### src/rtl/muldiv_unit.sv
// muldiv_unit: multi-cycle RV32M/RV64M execute unit (MUL/MULH/MULHSU/MULHU,
// DIV/DIVU/REM/REMU), one operation in flight at a time.
//
// Ports:
//   clk_i, rst_i          clock, synchronous active-high reset
//   valid_i / ready_o     request handshake (accept = valid_i && ready_o)
//   funct3_i              RISC-V funct3 selecting the operation
//   rs1_i, rs2_i          operands a and b
//   rd_addr_i             destination register of the request
//   kill_i                flush, aborts any in-flight operation
//   busy_o                execute-stage stall (includes the accept cycle)
//   valid_o / out_ready_i result handshake (retire = valid_o && out_ready_i)
//   rd_addr_o, rd_data_o  registered result
//
// Build option: define MULDIV_REUSE_EN to remember the last divide and
// return a repeated DIV*/REM* with identical operands in one cycle.
//
// state  | meaning
// -------+-------------------------------------------------------------
// S_IDLE | ready for a new operation
// S_MUL  | shift-add multiply, MUL_BITS multiplier bits per cycle
// S_DIV  | restoring divide, one quotient bit per cycle
// S_DONE | result on rd_data_o/rd_addr_o, waiting for out_ready_i

module muldiv_unit #(
    parameter int XLEN     = 32,
    parameter int MUL_BITS = 2
) (
    input  logic            clk_i,
    input  logic            rst_i,
    input  logic            valid_i,
    output logic            ready_o,
    input  logic [2:0]      funct3_i,
    input  logic [XLEN-1:0] rs1_i,
    input  logic [XLEN-1:0] rs2_i,
    input  logic [4:0]      rd_addr_i,
    input  logic            kill_i,
    output logic            busy_o,
    output logic            valid_o,
    input  logic            out_ready_i,
    output logic [4:0]      rd_addr_o,
    output logic [XLEN-1:0] rd_data_o
);

    localparam int CW = $clog2(XLEN);
    localparam logic [CW-1:0]   MUL_LAST = CW'(XLEN / MUL_BITS - 1);
    localparam logic [CW-1:0]   DIV_LAST = CW'(XLEN - 1);
    localparam logic [XLEN-1:0] MIN_NEG  = {1'b1, {(XLEN-1){1'b0}}};

    typedef enum logic [1:0] {S_IDLE, S_MUL, S_DIV, S_DONE} state_t;

    state_t            r_state, w_state_nxt;
    logic [CW-1:0]     r_cnt;
    logic [XLEN-1:0]   r_mcand;     // multiplicand (MUL) or divisor (DIV)
    logic [2*XLEN-1:0] r_prod;      // {acc, multiplier} or {remainder, quotient}
    logic [1:0]        r_op;        // funct3[1:0] of the operation in flight
    logic              r_neg_q;     // product / quotient sign
    logic              r_neg_r;     // remainder sign
    logic              r_valid;
    logic [4:0]        r_rd_addr;
    logic [XLEN-1:0]   r_rd_data;

    // ---------------- accept-cycle decode ----------------
    logic            w_accept, w_is_div, w_div_signed, w_sa, w_sb;
    logic            w_div_zero, w_ovf, w_special, w_hit;
    logic [XLEN-1:0] w_mag_a, w_mag_b, w_special_res, w_hit_res;

    assign w_accept     = valid_i && (r_state == S_IDLE) && !kill_i;
    assign w_is_div     = funct3_i[2];
    assign w_div_signed = ~funct3_i[0];
    assign w_sa = w_is_div ? (w_div_signed & rs1_i[XLEN-1])
                           : (((funct3_i == 3'd1) || (funct3_i == 3'd2)) & rs1_i[XLEN-1]);
    assign w_sb = w_is_div ? (w_div_signed & rs2_i[XLEN-1])
                           : ((funct3_i == 3'd1) & rs2_i[XLEN-1]);
    assign w_mag_a = w_sa ? -rs1_i : rs1_i;
    assign w_mag_b = w_sb ? -rs2_i : rs2_i;

    assign w_div_zero = (rs2_i == '0);
    assign w_ovf      = w_div_signed && (rs1_i == MIN_NEG) && (rs2_i == '1);
    assign w_special  = w_div_zero || w_ovf;
    always_comb begin
        w_special_res = '0;
        if (w_div_zero)
            w_special_res = funct3_i[1] ? rs1_i : '1;
        else if (w_ovf)
            w_special_res = funct3_i[1] ? '0 : rs1_i;
    end

    // ---------------- multiply step ----------------
    logic [XLEN+MUL_BITS-1:0] w_pp, w_sum;
    logic [2*XLEN-1:0]        w_mul_nxt, w_mul_fin;
    logic [XLEN-1:0]          w_mul_res;

    assign w_pp      = {{MUL_BITS{1'b0}}, r_mcand} * {{XLEN{1'b0}}, r_prod[MUL_BITS-1:0]};
    assign w_sum     = {{MUL_BITS{1'b0}}, r_prod[2*XLEN-1:XLEN]} + w_pp;
    assign w_mul_nxt = {w_sum, r_prod[XLEN-1:MUL_BITS]};
    assign w_mul_fin = r_neg_q ? -w_mul_nxt : w_mul_nxt;
    assign w_mul_res = (r_op == 2'd0) ? w_mul_fin[XLEN-1:0] : w_mul_fin[2*XLEN-1:XLEN];

    // ---------------- divide step ----------------
    logic [XLEN:0]   w_trial, w_diff;
    logic            w_ge;
    logic [XLEN-1:0] w_rem_nxt, w_quo_nxt, w_q_fin, w_r_fin, w_div_res;

    assign w_trial   = {r_prod[2*XLEN-1:XLEN], r_prod[XLEN-1]};
    assign w_diff    = w_trial - {1'b0, r_mcand};
    assign w_ge      = ~w_diff[XLEN];
    assign w_rem_nxt = w_ge ? w_diff[XLEN-1:0] : w_trial[XLEN-1:0];
    assign w_quo_nxt = {r_prod[XLEN-2:0], w_ge};
    assign w_q_fin   = r_neg_q ? -w_quo_nxt : w_quo_nxt;
    assign w_r_fin   = r_neg_r ? -w_rem_nxt : w_rem_nxt;
    assign w_div_res = r_op[1] ? w_r_fin : w_q_fin;

    // ---------------- last-divide reuse ----------------
`ifdef MULDIV_REUSE_EN
    logic            r_ru_vld, r_ru_sgn, r_sgn;
    logic [XLEN-1:0] r_ru_a, r_ru_b, r_ru_q, r_ru_r, r_rs1, r_rs2;

    assign w_hit     = r_ru_vld && (rs1_i == r_ru_a) && (rs2_i == r_ru_b)
                       && (r_ru_sgn == w_div_signed);
    assign w_hit_res = funct3_i[1] ? r_ru_r : r_ru_q;

    always_ff @(posedge clk_i) begin
        if (rst_i) begin
            r_ru_vld <= 1'b0;
            r_ru_sgn <= 1'b0;
            r_sgn    <= 1'b0;
            r_ru_a   <= '0;
            r_ru_b   <= '0;
            r_ru_q   <= '0;
            r_ru_r   <= '0;
            r_rs1    <= '0;
            r_rs2    <= '0;
        end else begin
            if (w_accept) begin
                r_rs1 <= rs1_i;
                r_rs2 <= rs2_i;
                r_sgn <= w_div_signed;
                if (!w_is_div)
                    r_ru_vld <= 1'b0;
            end
            if (r_state == S_DIV) begin
                if (kill_i) begin
                    r_ru_vld <= 1'b0;
                end else if (r_cnt == '0) begin
                    r_ru_vld <= 1'b1;
                    r_ru_a   <= r_rs1;
                    r_ru_b   <= r_rs2;
                    r_ru_sgn <= r_sgn;
                    r_ru_q   <= w_q_fin;
                    r_ru_r   <= w_r_fin;
                end
            end
        end
    end
`else
    assign w_hit     = 1'b0;
    assign w_hit_res = '0;
`endif

    // ---------------- FSM ----------------
    always_ff @(posedge clk_i) begin
        if (rst_i)
            r_state <= S_IDLE;
        else
            r_state <= w_state_nxt;
    end

    always_comb begin
        w_state_nxt = r_state;
        case (r_state)
            S_IDLE: if (w_accept) begin
                if (!w_is_div)              w_state_nxt = S_MUL;
                else if (w_special || w_hit) w_state_nxt = S_DONE;
                else                        w_state_nxt = S_DIV;
            end
            S_MUL:  if (r_cnt == '0) w_state_nxt = S_DONE;
            S_DIV:  if (r_cnt == '0) w_state_nxt = S_DONE;
            S_DONE: if (out_ready_i) w_state_nxt = S_IDLE;
            default: w_state_nxt = S_IDLE;
        endcase
        if (kill_i)
            w_state_nxt = S_IDLE;
    end

    // ---------------- datapath ----------------
    always_ff @(posedge clk_i) begin
        if (rst_i) begin
            r_cnt     <= '0;
            r_mcand   <= '0;
            r_prod    <= '0;
            r_op      <= '0;
            r_neg_q   <= 1'b0;
            r_neg_r   <= 1'b0;
            r_valid   <= 1'b0;
            r_rd_addr <= '0;
            r_rd_data <= '0;
        end else begin
            case (r_state)
                S_IDLE: if (w_accept) begin
                    r_op      <= funct3_i[1:0];
                    r_rd_addr <= rd_addr_i;
                    r_neg_q   <= w_sa ^ w_sb;
                    r_neg_r   <= w_sa;
                    if (!w_is_div) begin
                        r_cnt   <= MUL_LAST;
                        r_mcand <= w_mag_a;
                        r_prod  <= {{XLEN{1'b0}}, w_mag_b};
                    end else begin
                        r_cnt   <= DIV_LAST;
                        r_mcand <= w_mag_b;
                        r_prod  <= {{XLEN{1'b0}}, w_mag_a};
                        if (w_special) begin
                            r_rd_data <= w_special_res;
                            r_valid   <= 1'b1;
                        end else if (w_hit) begin
                            r_rd_data <= w_hit_res;
                            r_valid   <= 1'b1;
                        end
                    end
                end
                S_MUL: begin
                    r_prod <= w_mul_nxt;
                    r_cnt  <= r_cnt - 1'b1;
                    if (r_cnt == '0) begin
                        r_rd_data <= w_mul_res;
                        r_valid   <= 1'b1;
                    end
                end
                S_DIV: begin
                    r_prod <= {w_rem_nxt, w_quo_nxt};
                    r_cnt  <= r_cnt - 1'b1;
                    if (r_cnt == '0) begin
                        r_rd_data <= w_div_res;
                        r_valid   <= 1'b1;
                    end
                end
                S_DONE: if (out_ready_i) r_valid <= 1'b0;
                default: r_valid <= 1'b0;
            endcase
            if (kill_i)
                r_valid <= 1'b0;
        end
    end

    assign ready_o   = (r_state == S_IDLE);
    assign busy_o    = (r_state != S_IDLE) || w_accept;
    assign valid_o   = r_valid;
    assign rd_addr_o = r_rd_addr;
    assign rd_data_o = r_rd_data;

endmodule
### config.mk
export PLATFORM = sky130hd
export DESIGN_NAME = muldiv_unit
export DESIGN_NICKNAME = d
export VERILOG_FILES = /design/src/rtl/muldiv_unit.sv
export SDC_FILE = /design/constraint.sdc
export NUM_CORES = 1
export LEC_CHECK = 0
export ABC_AREA = 1
export BUFFER_PORTS_ARGS = -buffer_cell sky130_fd_sc_hd__buf_2
export CAP_MARGIN = 40
export CORE_MARGIN = 2
export CORE_UTILIZATION = 30
export DETAILED_ROUTE_END_ITERATION = 10
export PLACE_DENSITY_LB_ADDON = 0.15
export SYNTH_ARGS = -nofsm -noshare
export SYNTH_HDL_FRONTEND = slang
export SYNTH_SLANG_ARGS = --single-unit
### constraint.sdc
create_clock -name clk_i -period 5.4 [get_ports clk_i]
set_clock_uncertainty 0.1 [all_clocks]
set_input_delay 0.54 -clock clk_i [delete_from_list [all_inputs] [get_ports clk_i]]
set_output_delay 0.54 -clock clk_i [all_outputs]
set_load 0.02 [all_outputs]
==> out/metrics.sh, run 1 <==
VIA_COUNT_OF_THE_FIRST_GLOBAL_ROUTING_PASS=22198
DRV_CAP=0
MULTI_INPUT_AREA_UM2=14000
SYNTH_TOP_CELL_AREA_SHARE_PCT=20.0
FIRSTDRTPASSITERS=6
DIODES=0
MAPPEDNETLISTAREA_UM2=19400
CTS_HOLD_BUFFERS=0
SYNTHESIS.NETS=3683
TIMING.FINAL.CRIT_PERIOD_NS=5.02
DIEAREA_UM2=66700
ROUTE.DETAILED.VIAS_PER_INST=5.34
HTREE_LEVELS=4
REMAINING_DRC_ERRORS=0
POSTSYNTHAREAPERCELL_UM2=5.55
CTS_TREE='yes'
GRT_OVERFLOW=0
CLKSINKCOUNT=145
ROUTED_WIRE_LENGTH_PER_INSTANCE_UM=23.0
SYNTH_COMMON_CELLS='nand2_1 (1,035), inv_1 (492), nor2_1 (339), a21oi_1 (313), nand3_1 (220)'
POST_CTS_RESIZE_COUNT=0
GRT_FIRST_PASS_WIRELENGTH_UM=149000
CLOCK_TREE.BUFFER_DEPTH=2
SLOWEST_STAGE_CELL_ON_THE_CRITICAL_PATH='xor2_1'
PORT-BUFFER-COUNT=116
POWERDENSITY_nW_PER_UM2=223
PATH_COMMON_CELL='nand2_1'
PLACEMENT.SETUP.WORST_SLACK_NS=0.499
OUTCOME='finished clean'
STD_CELL_ROWS=93
CTS-BUFFERS-INSERTED=17
WIRELENGTH_UM=102000
LAYOUT_WORST_PATH_CYCLE_SHARE_PCT=93.0
WORST_SKEW_PAIR.LATE_LATENCY_NS=0.51
HOLD_VIOLATIONS=0
SYNTH-SEQ-CELLS=145
DETAIL_ROUTE.ITER0.VIOLATIONS=2224
SLEW-LIMIT-HEADROOM_PCT=42.4
SYNTH-EDFF-COUNT=0
AREA_GROWTH_SYN_TO_LAYOUT_PCT=11.9
GRT_START_MAX_NET_PINS=69
PATH_CLK_SLEW_NS=0.08
FILLER_CELL_COUNT=7544
SYNTHDOMINANTAREACELLTYPE='nand2_1'
WORST_MARGIN_PIN_SLEW_NS=0.863
CP_TOP_FAMILY='simple AND/OR/NAND/NOR gates'
SYNTH.AREA.TOP_CELLS='nand2_1 (20%), dfxtp_1 (15%), inv_1 (9.5%)'
HOLDWS_NS=0.178
REMAINING_ANTENNA_VIOLATION_COUNT_AFTER_ROUTING=0
NUM-NETS-FINAL=3753
LAYOUT-DRIVE-GT1-SHARE_PCT=8.58
GLOBALROUTETOTALUTIL_PCT=30.0
DIE_HEIGHT_UM=258
INITIAL_CORE_UTIL_PCT=30.2
CRITICAL_PATH_BUF_INV_COUNT=3
VDD_IR_DROP_MAX_uV=267
TOTALNEGATIVESETUPSLACK_NS=0
VIA_COUNT=23662
SETUP_WS_NS=0.376
SEQUENTIAL_AREA_UM2=2900
CRITICAL_PATH.STARTPOINT_TYPE='flop'
PLACED_CELLS=4401
UNREPAIRED_SETUP_ENDPOINTS_AFTER_GLOBAL_ROUTING='no'
FINAL-MAX-SLEW-VIOLATION-COUNT=0
POWER_LEAKAGE_uW=0.0105
CRITPATHARRIVALTIME_NS=5.31
FINAL_CELLS=4433
WORST_SETUP_PATH_END_KIND='flop'
SYNTH-SEQ-AREA-SHARE_PCT=15.0
SETUP.WORST_PATH.CLASS='reg2reg'
FLOORPLAN.CORE_AREA_UM2=64200
CRIT_PATH_MAX_FANOUT=26
POST_CTS.REPAIR.SETUP_BUFFERS=0
IOS=117
CRIT_PATH_MAX_INCR_DELAY_NS=0.55
WORST-ENDPOINT-REQUIRED_NS=5.69
CRIT_PATH_CELL_TRACE='buf_4 -> nand2_1 -> fa_1 -> inv_1 -> ha_1 -> nand2_1 -> inv_1 -> nand2_1 -> nor3_1 -> nand4_1 -> nand3_1 -> xor2_1 -> nor2_1 -> nand3_1 -> o21ai_0 -> nand3_1 -> nand3_1 -> a21oi_1 -> nand2_1 -> nand2_1 -> a21oi_1'
NETLIST_INSTANCES=3495
WORST_HOLD_PATH_TYPE='in2reg'
PLACE.GP.CONGESTION=1.00
SYNTH_TOP_FLOP_CELL='dfxtp_1'
CTS_ROOT_BUFFER_TYPE='clkbuf_16'
CHIPWIDTH_UM=258
SHARE_OF_FLIP_FLOPS_WITH_AN_ASYNCHRONOUS_SET_OR_RESET_PCT=0
FMAXACHIEVABLE_MHz=199
SYNTHDISTINCTLIBCELLS=57
YOSYS.CELL_COUNT.TOP_TYPE='nand2_1'
SETUP_VIOLATIONS=0
PLACE.DETAILED.HPWL_UM=84200
INITIAL_ANTENNA_VIOLATION_COUNT=3
TOTAL_OF_WARNINGS_RAISED_BY_YOSYS=0
DESIGN_POWER_TOTAL_uW=4840
metrics by stage:
step                      util, %  area (um2)
after floorplan                 -       19400
after global placement       32.8       21100
after detailed placement     32.8       21100
after CTS                    33.8       21700
after global routing         33.8       21700
final                        33.8       21700
cell type report:
cell class	count	area share [%]
Inverter	505	8.74
Clock buffer	18	1.98
Timing Repair Buffer	193	5.44
Clock inverter	14	0.893
Sequential cell	145	13.4
Tap cell	855	4.93
Multi-Input combinational cell	2703	64.6
kinds of logic after synthesis:
logic type / synth area share [%]
and+or+nand+nor: 38.6
AOI/OAI and AO/OA: 20.8
buffers and inverters: 12.7
DFF: 15.0
adders and majority gates: 8.44
xor gates and xnor gates: 4.52
flip-flops by register name, summed over array words and instances (netlist names):
signal and cells:
r_state 2, rd_data_o 32, r_mcand 32, r_neg_q 1, valid_o 1, rd_addr_o 5
r_neg_r 1, r_cnt 5, r_op 2, r_prod 64
worst reg2reg max path, stage by stage, from the launching register on:
cell     delay (ns)
dfxtp_1        0.54
buf_4          0.37
nand2_1        0.14
fa_1           0.52
inv_1          0.05
ha_1           0.42
nand2_1        0.16
inv_1          0.09
nand2_1        0.15
nor3_1         0.33
nand4_1        0.16
nand3_1        0.20
xor2_1         0.55
nor2_1         0.15
nand3_1        0.14
o21ai_0        0.12
nand3_1        0.13
nand3_1        0.08
a21oi_1        0.14
nand2_1        0.21
nand2_1        0.11
a21oi_1        0.06
power breakdown:
part | internal, uW | leakage [uW] | switching (uW)
sequential | 1130 | 0.00118 | 125
combinational | 623 | 0.00906 | 1610
clock | 706 | 0.000300 | 637
placed cells by master, fill, tap and decap left out, types with 18 or more instances in the layout:
cell type	synthesis	final
nand2_1	1035	1035
inv_1	492	490
nor2_1	339	337
a21oi_1	313	313
nand3_1	220	219
o21ai_0	196	196
dfxtp_1	145	144
buf_2	9	115
ha_1	78	78
buf_4	1	77
xor2_1	68	68
nor3_1	52	52
o22ai_1	47	47
nand4_1	41	41
fa_1	33	33
xnor2_1	32	32
o211ai_1	30	30
a31oi_1	22	22
nand2_2	21	21
o21bai_1	18	18
metal layers:
| layer | vias up | routed length (um) | track usage [%] |
|---|---|---|---|
| met5 | - | 32 | 0 |
| met4 | 6 | 5140 | 14.5 |
| met3 | 184 | 5960 | 3.97 |
| met2 | 944 | 46600 | 49.3 |
| met1 | 11052 | 44300 | 38.8 |
| li1 | 11476 | - | - |
path summary, 6_finish.rpt:
check	slack, ns	to	cells after the start	start
worst max-delay path	0.38	rd_data_o[22]	21	r_prod[1]
worst min-delay path	0.18	rd_addr_o[3]	3	rd_addr_i[3]
worst max register to register	0.38	rd_data_o[22]	21	r_prod[1]
worst min register to register	0.35	valid_o	2	valid_o
(Power assumes the default switching activity.)
==> run 2, diff against run 1 <==
Settings changed: CORE_ASPECT_RATIO set to 2.
==> run 2 against run 1 <==
Hold slack better by 0.011 ns. Core utilization up 0.17 points. Register-to-register slack worse by 0.13 ns.
==> out/metrics.sh, run 2 (synthesis results as in run 1) <==
DIE_HEIGHT_UM=364  # +41%
FINAL_DESIGN_AREA_NO_FILL_UM2=21700  # about the same
VDD_IR_DROP_MAX_uV=348  # +31%
ROUTED_WIRE_LENGTH_PER_INSTANCE_UM=25.8  # +12%
PWR-SHARE-COMB_PCT=47.8  # +1.6 points
CRITICAL_PATH_BUF_INV_COUNT=2  # -1
CHIPWIDTH_UM=184  # -29%
GLOBALROUTETOTALUTIL_PCT=33.8  # +3.8 points
REMAINING_DRC_ERRORS=0  # unchanged
HTREE_LEVELS=4  # unchanged
POWER_LEAKAGE_uW=0.0106  # +0.24%
CTS-BUFFERS-INSERTED=17  # unchanged
LAYOUT-DRIVE-GT1-SHARE_PCT=8.81  # +0.23 points
CTS_TREE='yes'
UTILIZATION_OF_THE_CORE_AFTER_ROUTING_PCT=34.0  # +0.17 points
CRIT_PATH_CELL_TRACE='buf_12 -> nand2_1 -> inv_1 -> fa_1 -> ha_1 -> nand2_1 -> nor2_2 -> nand3_1 -> nand3_1 -> nand2_1 -> nand2_1 -> nand2_1 -> nand2_1 -> nand2_1 -> nor2_1 -> nand3_1 -> nand2_1 -> nand2_1 -> o21ai_0 -> a21oi_1 -> nand2_1 -> nand2_1 -> a21oi_1'
HOLD_VIOLATIONS=0  # unchanged
WORST_HOLD_STARTPOINT='rd_addr_i[1]'
LARGEST_REGISTER_FFS=64  # unchanged
CLOCK_TREE.BUFFER_DEPTH=2  # unchanged
CRITICAL_PATH.STARTPOINT_TYPE='flop'
TIMING.FINAL.CRIT_PERIOD_NS=5.16  # +0.134 ns
DETAIL_ROUTE.ITER0.VIOLATIONS=1698  # -24%
NETSWITCHINGFRACTION_PCT=50.1  # +1.1 points
CELL_DEPTH_OF_THE_WORST_FLOP_TO_FLOP_PATH=23  # +9.5%
SEQPWRFRAC_PCT=25.3  # -0.7 points
WORST_MARGIN_PIN_SLEW_NS=0.969  # +0.105 ns
DIODES=0  # unchanged
GRT_FIRST_PASS_WIRELENGTH_UM=162000  # +9.0%
VIA_COUNT_OF_THE_FIRST_GLOBAL_ROUTING_PASS=24747  # +11%
WORSTREG2REGSTART='r_prod[0]'
CLKSINKCOUNT=145  # unchanged
AREA_GROWTH_SYN_TO_LAYOUT_PCT=11.9  # about the same
MIN_DELAY_PATH_DEPTH=3  # unchanged
WORST-PATH-STAGES=23  # +9.5%
LAYOUT_WORST_PATH_CYCLE_SHARE_PCT=95.5  # +2.5 points
NUM-NETS-FINAL=3761  # +0.21%
STD_CELL_ROWS=131  # +41%
WORSTREG2REGEND='rd_data_o[20]'
WORST_HOLD_PATH_TYPE='in2reg'
PATH_COMMON_CELL='nand2_1'
CP_TOP_FAMILY='simple AND/OR/NAND/NOR gates'
OUTCOME='finished clean'
LAYOUT_COMMONEST_CELL='nand2_1'
SLOWEST_STAGE_CELL_ON_THE_CRITICAL_PATH='dfxtp_1'
MOST-COMMON-LAYOUT-CELLS='nand2_1 (1,035), inv_1 (490), nor2_1 (336), a21oi_1 (313), nand3_1 (219)'
PLACE.GP.CONGESTION=1.04  # +3.6%
PLACED_AREA_UM2=21100  # about the same
POWERDENSITY_nW_PER_UM2=228  # +2.2%
CRITPATHARRIVALTIME_NS=5.49  # +0.18 ns
GRT_START_MAX_NET_PINS=57  # -17%
SLEW-LIMIT-HEADROOM_PCT=35.4  # -7.0 points
PATH_CLK_SLEW_NS=0.08  # about the same
TOP_REGISTER='r_prod'
ROUTE.DETAILED.VIAS_PER_INST=5.48  # +2.7%
WORST-ENDPOINT-REQUIRED_NS=5.73  # +0.04 ns
WORST_SETUP_PATH_END_KIND='flop'
FIRSTDRTPASSITERS=6  # unchanged
PWR-SHARE-CLK_PCT=27.0  # -0.8 points
FINAL-MAX-SLEW-VIOLATION-COUNT=0  # unchanged
INTPOWER_uW=2470  # about the same
IOS=117  # unchanged
FMAXACHIEVABLE_MHz=194  # -2.6%
HOLDWS_NS=0.189  # +0.0105 ns
VIA_COUNT=24027  # +1.5%
UNREPAIRED_SETUP_ENDPOINTS_AFTER_GLOBAL_ROUTING='no'
DIEAREA_UM2=66800  # +0.18%
SETUP.WORST_PATH.CLASS='reg2reg'
POST_CTS.REPAIR.SETUP_BUFFERS=0  # unchanged
CRIT_PATH_MAX_FANOUT=24  # -7.7%
REMAINING_ANTENNA_VIOLATION_COUNT_AFTER_ROUTING=0  # unchanged
INITIAL_CORE_UTIL_PCT=30.3  # +0.15 points
SETUP_VIOLATIONS=0  # unchanged
CRIT_PATH_MAX_INCR_DELAY_NS=0.61  # +0.06 ns
DRV_CAP=0  # unchanged
FLOORPLAN.CORE_AREA_UM2=63900  # -0.48%
INITIAL_ANTENNA_VIOLATION_COUNT=0  # -3
TOTALNEGATIVESETUPSLACK_NS=0  # unchanged
GRT_OVERFLOW=0  # unchanged
REG2REG_SETUP_SLACK_NS=0.24  # -0.13 ns
WORST_HOLD_PATH.ENDPOINT='rd_addr_o[1]'
PORT-BUFFER-COUNT=116  # unchanged
WORST_SKEW_PAIR.LATE_LATENCY_NS=0.50  # about the same
CTS_ROOT_BUFFER_TYPE='clkbuf_16'
NETSWITCHINGPOWER_uW=2480  # +4.4%
WIRELENGTH_UM=113000  # +11%
PLACE.DETAILED.HPWL_UM=92500  # +9.9%
==> run 2: repair_timing <==
| action | CTS | global route |
|---|---|---|
| hold buffers | 0 | 0 |
| resized for setup | 0 | 1 |
| endpoints found under the setup margin | 0 | 8 |
| hold endpoints to repair | 0 | 0 |
==> run 2: worst max path at each step <==
stage / to / slack, ns / start
2_1_floorplan: rd_data_o[27] / 1.36 / r_prod[1]
3_3_place_gp: rd_data_o[24] / 0.23 / r_prod[0]
3_5_place_dp: rd_data_o[24] / 0.26 / r_prod[0]
4_1_cts: rd_data_o[24] / 0.23 / r_prod[0]
5_1_grt: rd_data_o[24] / 0.05 / r_prod[0]
6_report: rd_data_o[20] / 0.24 / r_prod[0]
==> run 2: stage by stage <==
| step | std cells | total power [uW] | setup WS (ns) |
|---|---|---|---|
| detailed placement | 4351 | 3560 | 0.263 |
| global placement | 4349 | 3560 | 0.226 |
| global route | 4383 | 5170 | 0.0463 |
| CTS | 4382 | 4900 | 0.234 |
| floorplan | 3495 | 2630 | 1.36 |
| finish | 4383 | 4940 | 0.242 |
==> run 2: power by group through the flow <==
stage / Sequential [uW] / Clock, uW / Combinational [uW]
floorplan: 1220 / 0 / 1410
global placement: 1270 / 0 / 2290
detailed placement: 1270 / 0 / 2290
CTS: 1240 / 1350 / 2300
global route: 1250 / 1380 / 2530
finish: 1250 / 1330 / 2360
==> run 2: layout make-up <==
class                   instances  area (um2)
well taps                     798         998
fillers                      7574       42200
repair buffers                201        1280
clock inverters                14         174
flip-flops and latches        145        2900
multi-input cells            2703       14000
clock buffers                  17         425
inverters                     505        1900
==> run 2: layer usage <==
metal	vias up	track usage, %	routed length (um)
li1	11504	-	-
met1	11201	29.5	35300
met5	-	0	0
met4	0	34.8	13600
met3	412	4.46	4630
met2	910	63.7	59300
==> run 2: worst min-delay path: stages <==
cell	delay, ns
buf_2	0.07
o21ai_0	0.07
nor2_1	0.07
